==> src/rtl/uart_tx_arbiter.sv <==
// Round-robin scheduler sharing one UART_TX serializer among NUM_REQ byte sources.
// Optional post-frame idle gap enabled by defining UART_ARB_GAP_EN.
module uart_tx_arbiter #(
  parameter int unsigned NUM_REQ      = 4,
  parameter int unsigned CLKS_PER_BIT = 217,
  parameter int unsigned TIMEOUT_CLKS = 11 * CLKS_PER_BIT + 16,
  parameter int unsigned GAP_CLKS     = 16
) (
  input  logic                 i_Clock,
  input  logic                 i_Rst_L,
  input  logic [NUM_REQ-1:0]   i_Req_Valid,
  input  logic [8*NUM_REQ-1:0] i_Req_Byte,
  output logic [NUM_REQ-1:0]   o_Req_Ack,
  output logic [NUM_REQ-1:0]   o_Grant,
  output logic                 o_TX_DV,
  output logic [7:0]           o_TX_Byte,
  input  logic                 i_TX_Active,
  input  logic                 i_TX_Done,
  output logic                 o_Busy,
  output logic                 o_Err
);

  localparam int unsigned PTR_W = (NUM_REQ > 1) ? $clog2(NUM_REQ) : 1;
  localparam int unsigned CNT_W = $clog2(TIMEOUT_CLKS + 1);

  localparam logic [PTR_W:0]   NUM_REQ_X = (PTR_W + 1)'(NUM_REQ);
  localparam logic [PTR_W-1:0] LAST_IDX  = PTR_W'(NUM_REQ - 1);
  localparam logic [CNT_W-1:0] CNT_LAST  = CNT_W'(TIMEOUT_CLKS - 1);
  localparam logic [31:0]      CFG_BITS  = 32'(GAP_CLKS) ^ 32'(CLKS_PER_BIT);

`ifdef UART_ARB_GAP_EN
  localparam int unsigned      GAP_W    = $clog2(GAP_CLKS + 1);
  localparam logic [GAP_W-1:0] GAP_LAST = GAP_W'(GAP_CLKS - 1);

  typedef enum logic [1:0] {IDLE, LOAD, WAIT_DONE, GAP} state_t;
`else
  typedef enum logic [1:0] {IDLE, LOAD, WAIT_DONE} state_t;
`endif

  state_t           state;
  logic [PTR_W-1:0] ptr;
  logic [PTR_W-1:0] gidx;
  logic [CNT_W-1:0] cnt;
`ifdef UART_ARB_GAP_EN
  logic [GAP_W-1:0] gap_cnt;
`endif

  logic             any_req;
  logic [PTR_W-1:0] sel;
  logic [PTR_W:0]   idx;
  logic [NUM_REQ-1:0] sel_onehot;

  // Activity is tracked with Done alone; Active and the sizing parameters feed nothing.
  logic unused_ok;
  assign unused_ok = i_TX_Active ^ (^CFG_BITS);

  // Search from the pointer upward with wrap; the descending loop lets the
  // closest requester (smallest offset) be the last one written.
  // NOTE: every variable assigned here gets a default first, so no latch is inferred.
  always_comb begin
    any_req = 1'b0;
    sel     = '0;
    idx     = '0;
    for (int i = NUM_REQ - 1; i >= 0; i--) begin
      idx = {1'b0, ptr} + (PTR_W + 1)'(i);
      if (idx >= NUM_REQ_X) idx = idx - NUM_REQ_X;
      if (i_Req_Valid[idx[PTR_W-1:0]]) begin
        any_req = 1'b1;
        sel     = idx[PTR_W-1:0];
      end
    end
  end

  assign sel_onehot = NUM_REQ'(1) << sel;

  // NOTE: sequential state uses non-blocking assignments so every register
  // samples pre-edge values regardless of statement order.
  always_ff @(posedge i_Clock or negedge i_Rst_L) begin
    if (!i_Rst_L) begin
      state     <= IDLE;
      ptr       <= '0;
      gidx      <= '0;
      cnt       <= '0;
`ifdef UART_ARB_GAP_EN
      gap_cnt   <= '0;
`endif
      o_Req_Ack <= '0;
      o_Grant   <= '0;
      o_TX_DV   <= 1'b0;
      o_TX_Byte <= '0;
      o_Busy    <= 1'b0;
      o_Err     <= 1'b0;
    end else begin
      o_TX_DV   <= 1'b0;
      o_Req_Ack <= '0;
      o_Err     <= 1'b0;
      case (state)
        IDLE: begin
          if (any_req) begin
            state     <= LOAD;
            gidx      <= sel;
            o_Grant   <= sel_onehot;
            o_Req_Ack <= sel_onehot;
            o_TX_DV   <= 1'b1;
            o_TX_Byte <= i_Req_Byte[{sel, 3'b000} +: 8];
            o_Busy    <= 1'b1;
          end
        end
        LOAD: begin
          state <= WAIT_DONE;
          ptr   <= (gidx == LAST_IDX) ? '0 : gidx + PTR_W'(1);
          cnt   <= CNT_W'(1);
        end
        WAIT_DONE: begin
          // Done takes priority over a timeout landing on the same edge.
          if (i_TX_Done) begin
            o_Grant <= '0;
`ifdef UART_ARB_GAP_EN
            state   <= GAP;
            gap_cnt <= '0;
`else
            state   <= IDLE;
            o_Busy  <= 1'b0;
`endif
          end else if (cnt == CNT_LAST) begin
            o_Err   <= 1'b1;
            o_Grant <= '0;
            state   <= IDLE;
            o_Busy  <= 1'b0;
          end else begin
            cnt <= cnt + CNT_W'(1);
          end
        end
`ifdef UART_ARB_GAP_EN
        GAP: begin
          if (gap_cnt == GAP_LAST) begin
            state  <= IDLE;
            o_Busy <= 1'b0;
          end else begin
            gap_cnt <= gap_cnt + GAP_W'(1);
          end
        end
`endif
        default: state <= IDLE;
      endcase
    end
  end

endmodule

==> config.mk <==
export PLATFORM = sky130hd
export DESIGN_NAME = uart_tx_arbiter
export DESIGN_NICKNAME = d
export VERILOG_FILES = /design/src/rtl/uart_tx_arbiter.sv
export SDC_FILE = /design/constraint.sdc
export NUM_CORES = 1
export LEC_CHECK = 0
export CORE_MARGIN = 8
export CORE_UTILIZATION = 52
export CTS_BUF_LIST = sky130_fd_sc_hd__clkbuf_4
export DETAILED_ROUTE_END_ITERATION = 8
export GPL_ROUTABILITY_DRIVEN = 0
export HOLD_SLACK_MARGIN = 0.05
export PLACE_DENSITY = 0.88
export REMOVE_ABC_BUFFERS = 1
export SKIP_LAST_GASP = 1
export SLEW_MARGIN = 20
export SYNTH_ARGS = -nofsm -noshare
export SYNTH_HDL_FRONTEND = slang
export SYNTH_SLANG_ARGS = --single-unit
==> constraint.sdc <==
create_clock -name i_Clock -period 5.3 [get_ports i_Clock]
set_input_delay 0.53 -clock i_Clock [delete_from_list [all_inputs] [get_ports i_Clock]]
set_output_delay 0.53 -clock i_Clock [all_outputs]
set_load 0.01 [all_outputs]
==> results of run 1 <==
## state kept, by name, summed over array words and instances, names as in the netlist
| name | flops |
|---|---|
| cnt | 12 |
| o_TX_Byte | 8 |
| o_Grant | 4 |
| o_Req_Ack | 4 |
| gidx | 2 |
| ptr | 2 |
| state | 2 |
| o_Busy | 1 |
| o_Err | 1 |
| o_TX_DV | 1 |
## per-stage QoR
step | hold WS (ns) | util
after floorplan | 0.234 | -
after global placement | 0.462 | 0.688
after detailed placement | 0.465 | 0.688
after CTS | 0.271 | 0.703
after global routing | 0.311 | 0.703
final | 0.261 | 0.703
## logic make-up after synthesis
| logic type | count (synthesis) | synth area share |
|---|---|---|
| flops | 37 | 0.487 |
| mux | 21 | 0.113 |
| buf+inv | 16 | 0.0514 |
| compound gates | 32 | 0.123 |
| fa+ha+maj | 3 | 0.0198 |
| xor+xnor | 4 | 0.0184 |
| simple gates | 68 | 0.186 |
## placed cells by master (no fill, tap or decap)
master           synthesis  final
or3b_1                   2      2
clkdlybuf4s50_1          0     56
or3_1                    1      1
nand2_1                 15     15
a21boi_0                 1      1
and4b_1                  1      1
a21o_2                   1      1
a31oi_2                  1      1
nor4_1                   1      1
mux2i_1                 20     20
nand4_1                  2      2
nand2b_1                 2      2
xor2_1                   4      4
o221ai_2                 1      1
o22a_1                   1      1
ha_1                     3      3
buf_2                    2      1
a211o_1                  9      9
a21oi_1                  7      7
clkinv_2                 0      2
o21ai_0                  4      4
and3_1                   4      4
nor4b_2                  1      1
nor2_1                  12     12
clkbuf_4                 1      6
and4_1                   2      2
nand3_1                  5      5
buf_4                    2      1
o22ai_1                  1      1
nor2b_1                  2      2
dfrtp_1                 37     37
nor3b_1                  1      1
a21o_1                   4      4
o21ai_1                  1      1
a31oi_1                  1      1
nor3_1                  17     17
inv_1                    7      7
mux2_4                   1      1
## where the power goes
group | internal, mW | leakage, nW | switching (mW)
Clock | 0.0556 | 0.0354 | 0.0915
Sequential | 0.374 | 0.480 | 0.0644
Combinational | 0.262 | 0.722 | 0.262
Total | 0.691 | 1.24 | 0.418
## cell usage after synthesis, types with 3 or more instances
cell,count
a211o_1,9
and3_1,4
nand2_1,15
inv_1,7
a21o_1,4
dfrtp_1,37
ha_1,3
mux2i_1,20
nand3_1,5
nor2_1,12
nor3_1,17
xor2_1,4
a21oi_1,7
o21ai_0,4
## layout make-up
type / count / area share
inverters: 7 / 0.0104
well taps: 48 / 0.0239
multi-input cells: 128 / 0.348
clock inverters: 2 / 0.00398
repair buffers: 58 / 0.228
flip-flops and latches: 37 / 0.368
clock buffers: 6 / 0.0179
## routing by layer
layer / vias up / track usage
met3: 9 / 0.0460
met2: 47 / 0.256
met5: - / 0
met4: 0 / 0.0788
met1: 751 / 0.177
li1: 762 / -
## final timing paths
path                                 from          to  slack (ns)  depth (start not counted)
max                        i_Req_Valid[3]  o_Grant[1]        2.72                          8
min                               i_Rst_L      cnt[3]        0.26                          1
max reg2reg                        cnt[0]  o_Grant[1]        3.26                          6
min reg2reg                    o_Grant[3]  o_Grant[3]        0.48                          1
max in group asynchronous         i_Rst_L     gidx[1]        4.54                          1
min in group i_Clock           o_Grant[3]  o_Grant[3]        0.48                          1
==> impl_metrics.yaml, run 1 <==
route:
  met3_length_um: 241
  routed_wl_um: 4350
  vias: 1569
  remaining_drc_errors: 0
  dr.max_layer_used: "met4"
  drt-wirelength-per-cell_um: 15.2
  antenna_left: 0
  wl_met1_um: 1830
  dr_wl_met2_um: 2170
  drt-pass1-iter-count: 4
  drt_iter0_drc: 105
  vias_per_cell: 5.49
worst_hold_path:
  hp-class: "primary input to async pin"
global_route:
  antenna_found_initial: 0
  grt_max_degree: 38
  grt_usage: 0.155
  grt_pass1_wl_um: 7480
  gr-total-overflow: 0
  grt_pass1_vias: 1578
logic_synthesis:
  syn_inst: 181
  synth_area_leaders: "dfrtp_1 49%, mux2i_1 11%, nor3_1 4.5%"
  synth-seq-cells: 37
  synth-seq-area-share: 0.487
  yosys_most_used_dff: "dfrtp_1"
  synth_top_area_share: 0.487
  syn_avg_cell_area_um2: 10.5
  ys_async_sr_fraction: 1.00
  yosysWarnings: 0
  synth_edf_count: 0
  synth_cell_types: 39
  netlist_area_mm2: 0.00190
  synth.largest_area_cell: "dfrtp_1"
critical_path:
  path_class: "primary input to flop"
  slowest_stage: "nand2_1"
  crit_required_ns: 5.54
  cpPeakStageDelay_ns: 0.68
  crit_chain: "clkdlybuf4s50_1 -> nor4_1 -> nor2_1 -> nand2_1 -> inv_1 -> nand2b_1 -> nor2_1 -> a21o_1"
  worstPathMaxFanout: 29
  end_kind: "flop"
  crit_buf_inv: 2
  crit_path_frequent_cell: "nor2_1"
  start_kind: "primary input"
  cp_data_arrival_time_ns: 2.83
  crit_family: "simple AND/OR/NAND/NOR gates"
job:
  cap_violations: 0
floorplanning:
  coreArea_mm2: 0.00358
  ios: 59
  start_util: 0.531
  die_w_um: 76.4
  die-area_mm2: 0.00584
  die_height_um: 76.4
  rows: 22
placement:
  hpwl_um: 3280
  dp_slack_ns: 2.38
  dpl_cell_area_mm2: 0.00246
  io_buffers: 57
  dp.cells: 278
pwr:
  ir_drop_mv: 0.229
  fin_total_pwr_mw: 1.11
  leakage_nw: 1.24
  power-per-cell-area_mw_per_mm2: 441
clocking:
  cts_setup_buffers: 0
  cts_buffers: 5
  root_buffer: "clkbuf_4"
  path_clk_slew_ns: 0.11
  post_cts_resized: 0
  htree_num_levels: 2
  hold_buffers: 0
  cts_sinks: 37
  clock_latency_ns: 0.34
  cts_max_path_buffers: 2
  tritoncts: "yes"
timing:
  max_slew.worst_pin.slew_ns: 0.901
  fmax_mhz: 387
  final.min_clock_period_ns: 2.58
  slew_headroom: 0.398
  finalCritPeriodShare: 0.488
  rsz0062_at_grt: "false"
  setup_viol: 0
  finalClockSkew_ns: 0.00496
  final.setup.worst_slack_ns: 2.72
  finalSetupTns_ns: 0
  hold_viol_final: 0
  slew_viol_final: 0
cells_and_area:
  nets: 280
  seq_area_um2: 926
  final_area_mm2: 0.00252
  final_cells: 286
  multi_input_area_um2: 876
  drive_above_1_share: 0.0630
  antennaDiodeCount: 0
  layout-area-overhead-vs-synth_pct: 32.5
  n_fill_cell: 276
status:
  status: "complete, no violations"
No activity file was read; power rests on OpenSTA's default activity.
==> inputs of run 2 (changes only) <==
--- a/config.mk
+++ b/config.mk
@@ -6,12 +6,12 @@
 export NUM_CORES = 1
 export LEC_CHECK = 0
 export CORE_MARGIN = 8
-export CORE_UTILIZATION = 52
+export CORE_UTILIZATION = 48
 export CTS_BUF_LIST = sky130_fd_sc_hd__clkbuf_4
 export DETAILED_ROUTE_END_ITERATION = 8
 export GPL_ROUTABILITY_DRIVEN = 0
 export HOLD_SLACK_MARGIN = 0.05
-export PLACE_DENSITY = 0.88
+export PLACE_DENSITY = 0.82
 export REMOVE_ABC_BUFFERS = 1
 export SKIP_LAST_GASP = 1
 export SLEW_MARGIN = 20
==> constraint.sdc (replaced) <==
create_clock -name i_Clock -period 2.5 [get_ports i_Clock]
set_input_delay 0.25 -clock i_Clock [delete_from_list [all_inputs] [get_ports i_Clock]]
set_output_delay 0.25 -clock i_Clock [all_outputs]
set_load 0.01 [all_outputs]
==> impl_metrics.yaml, run 2 (same netlist as run 1, synthesis figures left out) <==
critical_path:
  crit_required_ns: 2.75
  worstPathMaxFanout: 9
  crit_chain: "inv_1 -> ha_1 -> nor3b_1 -> a31oi_2 -> buf_4 -> a211o_1 -> a21o_1"
  end_kind: "flop"
  slowest_stage: "dfrtp_1"
  start_kind: "flop"
  path_class: "flop to flop"
  cpPeakStageDelay_ns: 0.44
  cp_data_arrival_time_ns: 2.33
pwr:
  ir_drop_mv: 0.547
  leakage_nw: 1.29
  power-per-cell-area_mw_per_mm2: 997
status:
  status: "complete, no violations"
global_route:
  gr-total-overflow: 0
  grt_pass1_vias: 1686
  grt_pass1_wl_um: 7470
  grt_usage: 0.151
  antenna_found_initial: 0
  grt_max_degree: 38
timing:
  slew_viol_final: 0
  whs_ns: 0.486
  slew_headroom: 0.448
  rsz0062_at_grt: "false"
  finalSetupTns_ns: 0
  finalCritPeriodShare: 0.835
  max_slew.worst_pin.slew_ns: 0.829
  final.min_clock_period_ns: 2.09
  fmax_mhz: 479
  finalClockSkew_ns: 0.0113
  setup_viol: 0
  hold_viol_final: 0
job:
  cap_violations: 0
clocking:
  root_buffer: "clkbuf_4"
  htree_num_levels: 2
  tritoncts: "yes"
  cts_max_path_buffers: 2
  cts_sinks: 37
  clock_latency_ns: 0.35
  cts_buffers: 5
  post_cts_resized: 0
  path_clk_slew_ns: 0.12
route:
  drt-pass1-iter-count: 4
  vias: 1586
  vias_per_cell: 5.39
  drt-wirelength-per-cell_um: 14.7
  routed_wl_um: 4340
  drt_iter0_drc: 37
  antenna_left: 0
  remaining_drc_errors: 0
floorplanning:
  ios: 59
  die-area_mm2: 0.00623
  rows: 23
  start_util: 0.485
  die_height_um: 78.9
  die_w_um: 78.9
  coreArea_mm2: 0.00391
cells_and_area:
  drive_above_1_share: 0.0820
  reg.largest.list: "cnt: 12 flops, o_TX_Byte: 8 flops"
  nets: 286
  regMostFlops: "cnt"
  n_fill_cell: 322
  final_common_cell: "clkdlybuf4s50_1"
  layout_common_cells: "56 x clkdlybuf4s50_1, 37 x dfrtp_1, 20 x mux2i_1"
  antennaDiodeCount: 0
  layout-area-overhead-vs-synth_pct: 38.3
  largest_reg_flops: 12
placement:
  hpwl_um: 3270
  io_buffers: 57
worst_hold_path:
  hp-class: "flop to flop"
[run 2: report_power, final]
| group | internal (mW) | switching, mW |
|---|---|---|
| registers | 0.793 | 0.135 |
| logic | 0.606 | 0.567 |
| clock network | 0.310 | 0.207 |
[run 2: area by class of cell]
| cell class | count | area [um^2] | area share |
|---|---|---|---|
| inverters | 7 | 26.3 | 0.0100 |
| clock buffers | 5 | 37.5 | 0.0143 |
| well taps | 50 | 62.6 | 0.0238 |
| repair buffers | 64 | 633 | 0.241 |
| multi-input cells | 128 | 876 | 0.333 |
| clock inverters | 3 | 65.1 | 0.0248 |
| flip-flops and latches | 37 | 926 | 0.353 |
[run 2: worst paths after layout]
kind | start | endpoint | slack, ns | cells past startpoint
max in group asynchronous | i_Rst_L | o_TX_Byte[0] | 1.45 | 2
setup reg to reg | cnt[0] | o_Grant[2] | 0.41 | 7
min in group asynchronous | i_Rst_L | o_Err | 0.52 | 2
hold reg to reg | o_Grant[0] | o_Grant[0] | 0.49 | 1
hold / removal | o_Grant[0] | o_Grant[0] | 0.49 | 1
setup / recovery | cnt[0] | o_Grant[2] | 0.41 | 7
[run 2: critical path, delay by kind of cell, from the launching register on]
| family | cells | cell delay [ns] |
|---|---|---|
| DFF | 1 | 0.44 |
| adders and majority gates | 1 | 0.14 |
| buffers and inverters | 2 | 0.30 |
| AOI/OAI and AO/OA | 3 | 0.79 |
| and+or+nand+nor | 1 | 0.31 |
[run 2: stage by stage]
step | cell area (um^2) | setup WS, ns | std cells | util | power, mW
after floorplan | 1830 | 0.285 | 172 | - | 1.57
after global placement | 2510 | 0.360 | 285 | 0.642 | 2.09
after detailed placement | 2510 | 0.333 | 285 | 0.642 | 2.12
after CTS | 2630 | 0.423 | 294 | 0.671 | 2.65
after global routing | 2630 | 0.351 | 294 | 0.671 | 2.80
final | 2630 | 0.414 | 294 | 0.671 | 2.62
[run 2: routing by layer]
metal | share of wire | wire [um] | up-vias | global-route usage
li1 | - | - | 783 | -
met1 | 0.41 | 1760 | 737 | 0.169
met2 | 0.48 | 2060 | 58 | 0.237
met3 | 0.10 | 432 | 8 | 0.0767
met4 | 0.018 | 80 | 0 | 0.0630
met5 | 0 | 0 | - | 0
[run 2: repair_timing]
action,in CTS,in global routing
hold endpoints to repair,37,0
setup buffers,0,0
hold buffers,1,0
